### src/rtl/hazard_stall_ctrl_if.sv
// Pipeline hazard bundle: ID/EX/MEM hazard sources in,
// per-stage enable/flush controls and status out.
interface hazard_stall_ctrl_if #(
  parameter int CNT_W = 32
);
  logic [4:0]       id_rs1_addr;
  logic [4:0]       id_rs2_addr;
  logic             id_rs1_used;
  logic             id_rs2_used;
  logic [4:0]       ex_rd_addr;
  logic             ex_regWEn;
  logic [1:0]       ex_WBSel;
  logic             ex_br_taken;
  logic             mem_req;
  logic             mem_ready;
  logic             pc_en;
  logic             if_id_en;
  logic             if_id_flush;
  logic             id_ex_en;
  logic             id_ex_flush;
  logic             ex_mem_en;
  logic             mem_wb_en;
  logic             state;
  logic [CNT_W-1:0] stall_cnt;
  logic [CNT_W-1:0] flush_cnt;
  logic             mem_timeout_err;

  modport slave (
    input  id_rs1_addr, id_rs2_addr,
    input  id_rs1_used, id_rs2_used,
    input  ex_rd_addr, ex_regWEn,
    input  ex_WBSel, ex_br_taken,
    input  mem_req, mem_ready,
    output pc_en, if_id_en, if_id_flush,
    output id_ex_en, id_ex_flush,
    output ex_mem_en, mem_wb_en,
    output state, stall_cnt, flush_cnt,
    output mem_timeout_err
  );

  modport master (
    output id_rs1_addr, id_rs2_addr,
    output id_rs1_used, id_rs2_used,
    output ex_rd_addr, ex_regWEn,
    output ex_WBSel, ex_br_taken,
    output mem_req, mem_ready,
    input  pc_en, if_id_en, if_id_flush,
    input  id_ex_en, id_ex_flush,
    input  ex_mem_en, mem_wb_en,
    input  state, stall_cnt, flush_cnt,
    input  mem_timeout_err
  );
endinterface

### src/rtl/hazard_stall_ctrl.sv
// Hazard/stall sequencer: load-use bubbles, memory waits,
// EX redirects, plus stall/flush counters and timeout flag.
module hazard_stall_ctrl #(
  parameter logic [1:0] LOAD_WBSEL        = 2'b00,
  parameter int         LOAD_STALL_CYCLES = 1,
  parameter int         MEM_TIMEOUT       = 16,
  parameter int         CNT_W             = 32
) (
  input logic                clk,
  input logic                reset,
  hazard_stall_ctrl_if.slave bus
);

  localparam int WT_W = $clog2(MEM_TIMEOUT + 1);
  localparam logic [WT_W-1:0] TO_MAX =
    WT_W'(MEM_TIMEOUT);
  localparam logic [1:0] REM_INIT =
    2'(LOAD_STALL_CYCLES - 1);

  // ctrl bits: pc, if_id_en, if_id_fl, id_ex_en,
  // id_ex_fl, ex_mem_en, mem_wb_en
  localparam logic [6:0] C_OFF   = 7'b000_0000;
  localparam logic [6:0] C_FLUSH = 7'b111_1111;
  localparam logic [6:0] C_STALL = 7'b000_1111;
  localparam logic [6:0] C_RUN   = 7'b110_1011;

  typedef enum logic {
    RUN        = 1'b0,
    LOAD_STALL = 1'b1
  } state_t;

  state_t           r_state;
  logic [1:0]       r_rem;
  logic [WT_W-1:0]  r_wait;
  logic [CNT_W-1:0] r_stall_cnt;
  logic [CNT_W-1:0] r_flush_cnt;
  logic             r_err;

  logic       w_mem_stall;
  logic       w_hit1;
  logic       w_hit2;
  logic       w_load_use;
  logic       w_sel_rst;
  logic       w_sel_mem;
  logic       w_sel_br;
  logic       w_sel_stall;
  logic [6:0] w_ctrl;

  assign w_mem_stall = bus.mem_req & ~bus.mem_ready;

  assign w_hit1 = bus.id_rs1_used &
    (bus.id_rs1_addr == bus.ex_rd_addr);
  assign w_hit2 = bus.id_rs2_used &
    (bus.id_rs2_addr == bus.ex_rd_addr);

  assign w_load_use = bus.ex_regWEn &
    (bus.ex_WBSel == LOAD_WBSEL) &
    (bus.ex_rd_addr != 5'd0) &
    (w_hit1 | w_hit2);

  // mutually exclusive selects in priority order
  assign w_sel_rst   = reset;
  assign w_sel_mem   = ~reset & w_mem_stall;
  assign w_sel_br    = ~reset & ~w_mem_stall &
    bus.ex_br_taken;
  assign w_sel_stall = ~reset & ~w_mem_stall &
    ~bus.ex_br_taken &
    ((r_state == LOAD_STALL) | w_load_use);

  always_comb begin
    w_ctrl = C_RUN;
    unique case (1'b1)
      w_sel_rst:   w_ctrl = C_OFF;
      w_sel_mem:   w_ctrl = C_OFF;
      w_sel_br:    w_ctrl = C_FLUSH;
      w_sel_stall: w_ctrl = C_STALL;
      default:     w_ctrl = C_RUN;
    endcase
  end

  always_ff @(posedge clk) begin
    if (reset) begin
      r_state     <= RUN;
      r_rem       <= 2'd0;
      r_wait      <= '0;
      r_stall_cnt <= '0;
      r_flush_cnt <= '0;
      r_err       <= 1'b0;
    end else begin
      if (w_mem_stall) begin
        if (r_wait != TO_MAX)
          r_wait <= r_wait + WT_W'(1);
        if (r_wait >= TO_MAX - WT_W'(1))
          r_err <= 1'b1;
      end else begin
        r_wait <= '0;
      end

      if (w_sel_br) begin
        r_state <= RUN;
        r_rem   <= 2'd0;
      end else if (w_sel_stall) begin
        if (r_state == LOAD_STALL) begin
          r_rem <= r_rem - 2'd1;
          if (r_rem == 2'd1)
            r_state <= RUN;
        end else if (LOAD_STALL_CYCLES > 1) begin
          r_rem   <= REM_INIT;
          r_state <= LOAD_STALL;
        end
      end

      if (!w_ctrl[6] && !(&r_stall_cnt))
        r_stall_cnt <= r_stall_cnt + CNT_W'(1);
      if (w_sel_br && !(&r_flush_cnt))
        r_flush_cnt <= r_flush_cnt + CNT_W'(1);
    end
  end

  assign bus.pc_en           = w_ctrl[6];
  assign bus.if_id_en        = w_ctrl[5];
  assign bus.if_id_flush     = w_ctrl[4];
  assign bus.id_ex_en        = w_ctrl[3];
  assign bus.id_ex_flush     = w_ctrl[2];
  assign bus.ex_mem_en       = w_ctrl[1];
  assign bus.mem_wb_en       = w_ctrl[0];
  assign bus.state           = r_state;
  assign bus.stall_cnt       = r_stall_cnt;
  assign bus.flush_cnt       = r_flush_cnt;
  assign bus.mem_timeout_err = r_err;

endmodule

### src/flat_wrapper.sv
// flat-port wrapper written by rule: the top's interface ports become plain ports
module hazard_stall_ctrl_flat 
#(
  parameter logic [1:0] LOAD_WBSEL        = 2'b00,
  parameter int         LOAD_STALL_CYCLES = 1,
  parameter int         MEM_TIMEOUT       = 16,
  parameter int         CNT_W             = 32
)
  (clk, reset, bus_id_rs1_addr, bus_id_rs2_addr, bus_id_rs1_used, bus_id_rs2_used, bus_ex_rd_addr, bus_ex_regWEn, bus_ex_WBSel, bus_ex_br_taken, bus_mem_req, bus_mem_ready, bus_pc_en, bus_if_id_en, bus_if_id_flush, bus_id_ex_en, bus_id_ex_flush, bus_ex_mem_en, bus_mem_wb_en, bus_state, bus_stall_cnt, bus_flush_cnt, bus_mem_timeout_err);
  hazard_stall_ctrl_if #(.CNT_W(CNT_W)) bus_i ();
  input logic clk;
  input logic reset;
  input wire logic [$bits(bus_i.id_rs1_addr)-1:0] bus_id_rs1_addr;
  input wire logic [$bits(bus_i.id_rs2_addr)-1:0] bus_id_rs2_addr;
  input wire logic [$bits(bus_i.id_rs1_used)-1:0] bus_id_rs1_used;
  input wire logic [$bits(bus_i.id_rs2_used)-1:0] bus_id_rs2_used;
  input wire logic [$bits(bus_i.ex_rd_addr)-1:0] bus_ex_rd_addr;
  input wire logic [$bits(bus_i.ex_regWEn)-1:0] bus_ex_regWEn;
  input wire logic [$bits(bus_i.ex_WBSel)-1:0] bus_ex_WBSel;
  input wire logic [$bits(bus_i.ex_br_taken)-1:0] bus_ex_br_taken;
  input wire logic [$bits(bus_i.mem_req)-1:0] bus_mem_req;
  input wire logic [$bits(bus_i.mem_ready)-1:0] bus_mem_ready;
  output wire logic [$bits(bus_i.pc_en)-1:0] bus_pc_en;
  output wire logic [$bits(bus_i.if_id_en)-1:0] bus_if_id_en;
  output wire logic [$bits(bus_i.if_id_flush)-1:0] bus_if_id_flush;
  output wire logic [$bits(bus_i.id_ex_en)-1:0] bus_id_ex_en;
  output wire logic [$bits(bus_i.id_ex_flush)-1:0] bus_id_ex_flush;
  output wire logic [$bits(bus_i.ex_mem_en)-1:0] bus_ex_mem_en;
  output wire logic [$bits(bus_i.mem_wb_en)-1:0] bus_mem_wb_en;
  output wire logic [$bits(bus_i.state)-1:0] bus_state;
  output wire logic [$bits(bus_i.stall_cnt)-1:0] bus_stall_cnt;
  output wire logic [$bits(bus_i.flush_cnt)-1:0] bus_flush_cnt;
  output wire logic [$bits(bus_i.mem_timeout_err)-1:0] bus_mem_timeout_err;
  assign bus_i.id_rs1_addr = bus_id_rs1_addr;
  assign bus_i.id_rs2_addr = bus_id_rs2_addr;
  assign bus_i.id_rs1_used = bus_id_rs1_used;
  assign bus_i.id_rs2_used = bus_id_rs2_used;
  assign bus_i.ex_rd_addr = bus_ex_rd_addr;
  assign bus_i.ex_regWEn = bus_ex_regWEn;
  assign bus_i.ex_WBSel = bus_ex_WBSel;
  assign bus_i.ex_br_taken = bus_ex_br_taken;
  assign bus_i.mem_req = bus_mem_req;
  assign bus_i.mem_ready = bus_mem_ready;
  assign bus_pc_en = bus_i.pc_en;
  assign bus_if_id_en = bus_i.if_id_en;
  assign bus_if_id_flush = bus_i.if_id_flush;
  assign bus_id_ex_en = bus_i.id_ex_en;
  assign bus_id_ex_flush = bus_i.id_ex_flush;
  assign bus_ex_mem_en = bus_i.ex_mem_en;
  assign bus_mem_wb_en = bus_i.mem_wb_en;
  assign bus_state = bus_i.state;
  assign bus_stall_cnt = bus_i.stall_cnt;
  assign bus_flush_cnt = bus_i.flush_cnt;
  assign bus_mem_timeout_err = bus_i.mem_timeout_err;
  hazard_stall_ctrl #(.LOAD_WBSEL(LOAD_WBSEL), .LOAD_STALL_CYCLES(LOAD_STALL_CYCLES), .MEM_TIMEOUT(MEM_TIMEOUT), .CNT_W(CNT_W)) u_core (.clk(clk), .reset(reset), .bus(bus_i));
endmodule
### config.mk
export PLATFORM = sky130hd
export DESIGN_NAME = hazard_stall_ctrl_flat
export DESIGN_NICKNAME = d
export VERILOG_FILES = /design/src/rtl/hazard_stall_ctrl_if.sv /design/src/rtl/hazard_stall_ctrl.sv /design/src/flat_wrapper.sv
export SDC_FILE = /design/constraint.sdc
export NUM_CORES = 1
export LEC_CHECK = 0
export CORE_MARGIN = 2
export CORE_UTILIZATION = 50
export DETAILED_ROUTE_END_ITERATION = 12
export GPL_ROUTABILITY_DRIVEN = 0
export PLACE_DENSITY = 0.8
export RECOVER_POWER = 100
export SLEW_MARGIN = 40
export SYNTH_ARGS = -nofsm -noshare
export SYNTH_HDL_FRONTEND = slang
export SYNTH_SLANG_ARGS = --single-unit
### constraint.sdc
create_clock -name clk -period 3.2 [get_ports clk]
set_clock_uncertainty 0.05 [all_clocks]
set_input_delay 0.64 -clock clk [delete_from_list [all_inputs] [get_ports clk]]
set_output_delay 0.64 -clock clk [all_outputs]
set_load 0.01 [all_outputs]
# == Word level (Yosys, flattened, before mapping) ==
# Cells that the tools add are included.
# op_classes
addsub,4
multipliers,0
n_div,0
magnitude_cmp,1
eq_ne,4
n_shift,0
muxes,3
bitwise,17
reduce_logical,14
# ops
operator,n
$add 32x1->32 const B,2
$reduce_and 32->1,2
$pmux 7 s3,1
$and 1x1->1,11
$eq 5x5->1,2
$reduce_or 2->1,3
$add 5x1->5 const B,1
$ge 5x4->1 const B,1
$ne 5x5->1 const B,1
$reduce_bool 5->1,1
$not 1->1,4
$reduce_and 2->1,2
$logic_not 1->1,3
$eq 2x1->1 const B,1
$logic_and 1x1->1,2
$logic_not 2->1,1
$mux 1,2
$or 1x1->1,2
$sub 2x1->2 const B,1
# word_totals
register_bits,73
latch_bits,0
ramBits,0
mem_bits_ro,0
in_bits,25
out_inout_bits,73
elab_cells,49
n_memories,0

# == Longest topological paths before layout ==
# depth
ltp_word,9
mapped_depth,9
depth_no_buf,7

# == Least setup slack after synthesis ==
# No wires, ideal clock.
# synth_path
path_kind,input port to output port
from,input bus_ex_rd_addr[1]
to,output bus_pc_en
arrival_ns,1.990
required_ns,2.510
path_slack_ns,0.520
cell_stages,7
path_buffers,3
path_cell_list,or4_1 -> o211ai_2 -> nor2_1 -> a21oi_4 -> buf_6 -> buf_6 -> buf_4
# synth_via
elab_chain_len,7
word_cells_on_any_way,11
cone_classes,2 x eq/ne; 1 x mux; 7 x bitwise; 1 x reduce/logical
# synth_rtl
item,line_no,text
start: declaration,flat_wrapper.sv:17,input wire logic [$bits(bus_i.ex_rd_addr)-1:0] bus_ex_rd_addr;
$eq 5x5->1 (on tied branches),"hazard_stall_ctrl.sv:52, hazard_stall_ctrl.sv:54",
$and 1x1->1 (on tied branches),"hazard_stall_ctrl.sv:51, hazard_stall_ctrl.sv:53",
$or 1x1->1,hazard_stall_ctrl.sv:59,(w_hit1 | w_hit2);
$and 1x1->1 *,hazard_stall_ctrl.sv:58,(bus.ex_rd_addr != 5'd0) &
$or 1x1->1 *,hazard_stall_ctrl.sv:68,((r_state == LOAD_STALL) | w_load_use);
$and 1x1->1 *,hazard_stall_ctrl.sv:67,~bus.ex_br_taken &
$pmux 7 s3 *,hazard_stall_ctrl.sv:72,unique case (1'b1)
end: declaration,flat_wrapper.sv:23,output wire logic [$bits(bus_i.pc_en)-1:0] bus_pc_en;
# Mark *: on every way between the ends. The rest lies on a longest branch, timed or not.

# == Final worst setup path ==
# Ends and elaborated chain as after synthesis.

==> impl_metrics.json <==
{
  "drt_iter0_markers": 135,
  "crit_path_max_fanout": 2,
  "finalCritPeriodShare": 0.993,
  "num_antenna_cells": 0,
  "drive_gt1_frac": 0.0874,
  "hold_viol": 0,
  "postLayoutCoreUtil": 0.676,
  "routedWlPerCell_um": 14.8,
  "rsz0062_at_grt": "yes",
  "worst_slew_pin_slew_ns": 0.782,
  "slowest_delay_ns": 0.55,
  "p_sw_frac": 0.233,
  "pin_count": 98,
  "synth_edf_count": 0,
  "tns_ns": 0,
  "power_frac_comb": 0.077,
  "grt_util_met2": 0.411,
  "internal_power_mw": 1.42,
  "die_h_um": 92.9,
  "use_met1": 0.281,
  "postRouteAntennaNets": 0,
  "fin_crit_ns": 3.18,
  "grt.busiest_layer": "met2",
  "cellPowerDensity_nw_per_um2": 357,
  "cts_buffer_depth": 2,
  "switching_power_mw": 0.433,
  "grt_pass1_vias": 3694,
  "synth.yosys.seq_area_share": 0.370,
  "vias": 3876,
  "synth_ff_type": "dfxtp_1",
  "slew_viol_final": 0,
  "end_kind": "primary output",
  "syn_nets": 497,
  "grt_pass1_wl_um": 16800,
  "cts_root_buffer": "clkbuf_8",
  "use_met3": 0.0391,
  "p_clk_frac": 0.427,
  "whs_ns": 0.419,
  "outcome": "finished, final reports clean",
  "numCtsBuffers": 9,
  "die_w_um": 92.9,
  "grt_max_degree": 64,
  "dp_hpwl_um": 7170,
  "yosys.area.top_type": "dfxtp_1",
  "power_mw": 1.85,
  "slowest_stage": "or4_1",
  "area_delta_synth_final_pct": 31.4,
  "cp.required_ns": 2.51,
  "cp_cell_sequence": "clkdlybuf4s50_1 -> or4_1 -> o211ai_2 -> nor2_1 -> a21oi_4 -> buf_4 -> dlygate4sd2_1",
  "cp-start-kind": "primary input",
  "fill_cells": 634,
  "overflow": 0,
  "ir_worst_vdd_mv": 0.203,
  "maxCapViolCount": 0,
  "design_area_um2": 5190,
  "yosys-top-cells-count": "dfxtp_1 (73), nor2_1 (44), a21oi_1 (30), nand3_1 (30), nand4_1 (27)",
  "grt.total_usage": 0.238,
  "synthTopCellsByArea": "dfxtp_1 (37%), nand4_1 (4.3%), xnor2_1 (4.2%)",
  "start_util": 0.514,
  "clkLatencyLatePin_ns": 0.35,
  "dpl-instance-area_um2": 5010,
  "place.port_buffers": 97,
  "synth.most_common_cell": "dfxtp_1",
  "hold_path_class": "reg -> reg",
  "ys_types": 51,
  "seq_power_share": 0.496,
  "cts_tree": "done",
  "clock-sinks": 73,
  "timing.fmax_mhz": 315,
  "p_leak_nw": 1.96,
  "wl_um": 9970,
  "netlist_instances": 466,
  "rows": 32,
  "worst-path-buf-inv": 3,
  "syn_avg_cell_area_um2": 8.48,
  "synth-seq-cells": 73,
  "setup_viol_count_final": 0,
  "netlist_area_um2": 3950,
  "cts_hold_buf": 0,
  "path_class": "in -> out",
  "cp.arrival_ns": 2.49,
  "drtPass1Iterations": 5,
  "core_area_um2": 7690,
  "drc": 0,
  "timing.slew.headroom": 0.474,
  "fin_nets": 598,
  "htreeDepth": 3,
  "die_area_um2": 8630,
  "grt_antenna_before_repair": 0,
  "cts.clk_slew.worst_paths_ns": 0.08,
  "async_flop_share": 0,
  "vias_per_cell": 5.75,
  "ys_warn_count": 0,
  "cp_top_family": "buffers and inverters",
  "netlist.area_leader.share": 0.370
}
[flip-flops by register name, indices dropped and copies added (netlist names)]
signal and count:
u_core.bus.stall_cnt 32, u_core.bus.mem_timeout_err 1, u_core.bus.state 1, u_core.r_wait 5, u_core.bus.flush_cnt 32, u_core.r_rem 2
[cell usage in the layout, fill, tap and decap left out, types with 9 or more instances in the layout]
cell,synthesis,layout
or4_1,17,17
xor2_1,14,14
and3_1,12,12
nor2b_1,11,11
nor2_1,44,44
clkbuf_8,0,9
a21oi_1,30,30
o31ai_1,19,19
dlygate4sd3_1,0,68
buf_4,6,16
nor3_1,10,11
nand3_1,30,30
dfxtp_1,73,73
nand4_1,27,28
nand2_1,26,26
or3_1,12,12
clkdlybuf4s50_1,0,25
xnor2_1,19,19
inv_1,12,12
[power groups by stage]
stage	logic (mW)	registers, mW	clock network (mW)
after global routing	0.156	0.920	0.837
after detailed placement	0.145	0.941	0
after global placement	0.142	0.940	0
after floorplan	0.0785	0.941	0
final	0.142	0.920	0.792
after CTS	0.146	0.920	0.800
[per-layer routing]
metal / share of wire / up-vias
met5: 0 / -
met4: 0.040 / 0
met3: 0.049 / 36
met2: 0.48 / 120
met1: 0.43 / 1806
li1: - / 1914
[through the flow]
| stage | worst slack [ns] | cells |
|---|---|---|
| after global routing | -0.0340 | 674 |
| after CTS | 0.0000884 | 673 |
| after global placement | -0.228 | 656 |
| after detailed placement | -0.229 | 656 |
| final | 0.0238 | 674 |
| after floorplan | 0.520 | 466 |
[repair_timing]
item	CTS	global route
gates cloned	0	0
pin swaps	1	1
setup buffers	1	1
resized for setup	3	2
endpoints found under the setup margin	3	1
[cell type report]
type | instances | area, µm² | area share
Multi-Input combinational cell | 354 | 2250 | 0.434
Inverter | 13 | 48.8 | 0.00940
Timing Repair Buffer | 116 | 1090 | 0.210
Tap cell | 102 | 128 | 0.0246
Sequential cell | 73 | 1460 | 0.281
Clock inverter | 5 | 80.1 | 0.0154
Clock buffer | 11 | 131 | 0.0253
[worst paths after layout]
kind / slack, ns / cells after the start / endpoint / from
worst min register to register: 0.42 / 1 / u_core.bus.mem_timeout_err$_SDFFE_PP0P_ / u_core.bus.mem_timeout_err$_SDFFE_PP0P_
worst max register to register: 0.23 / 6 / u_core.bus.flush_cnt[0]$_SDFFE_PP0P_ / u_core.bus.flush_cnt[11]$_SDFFE_PP0P_
worst max-delay path: 0.02 / 7 / bus_pc_en / bus_ex_rd_addr[1]
worst min-delay path: 0.42 / 1 / u_core.bus.mem_timeout_err$_SDFFE_PP0P_ / u_core.bus.mem_timeout_err$_SDFFE_PP0P_
[cell families (layout without fill, tap and decap cells)]
family                     count (synthesis)  in the layout  share of synthesized area
and+or+nand+nor                          228            228                      0.326
adders and majority gates                  6              6                     0.0190
muxes                                     12             12                     0.0380
DFF                                       73             73                      0.370
buffers and inverters                     39            145                     0.0535
xor gates and xnor gates                  33             33                     0.0731
AOI/OAI and AO/OA                         75             75                      0.121
No activity file was read; power rests on OpenSTA's default activity.
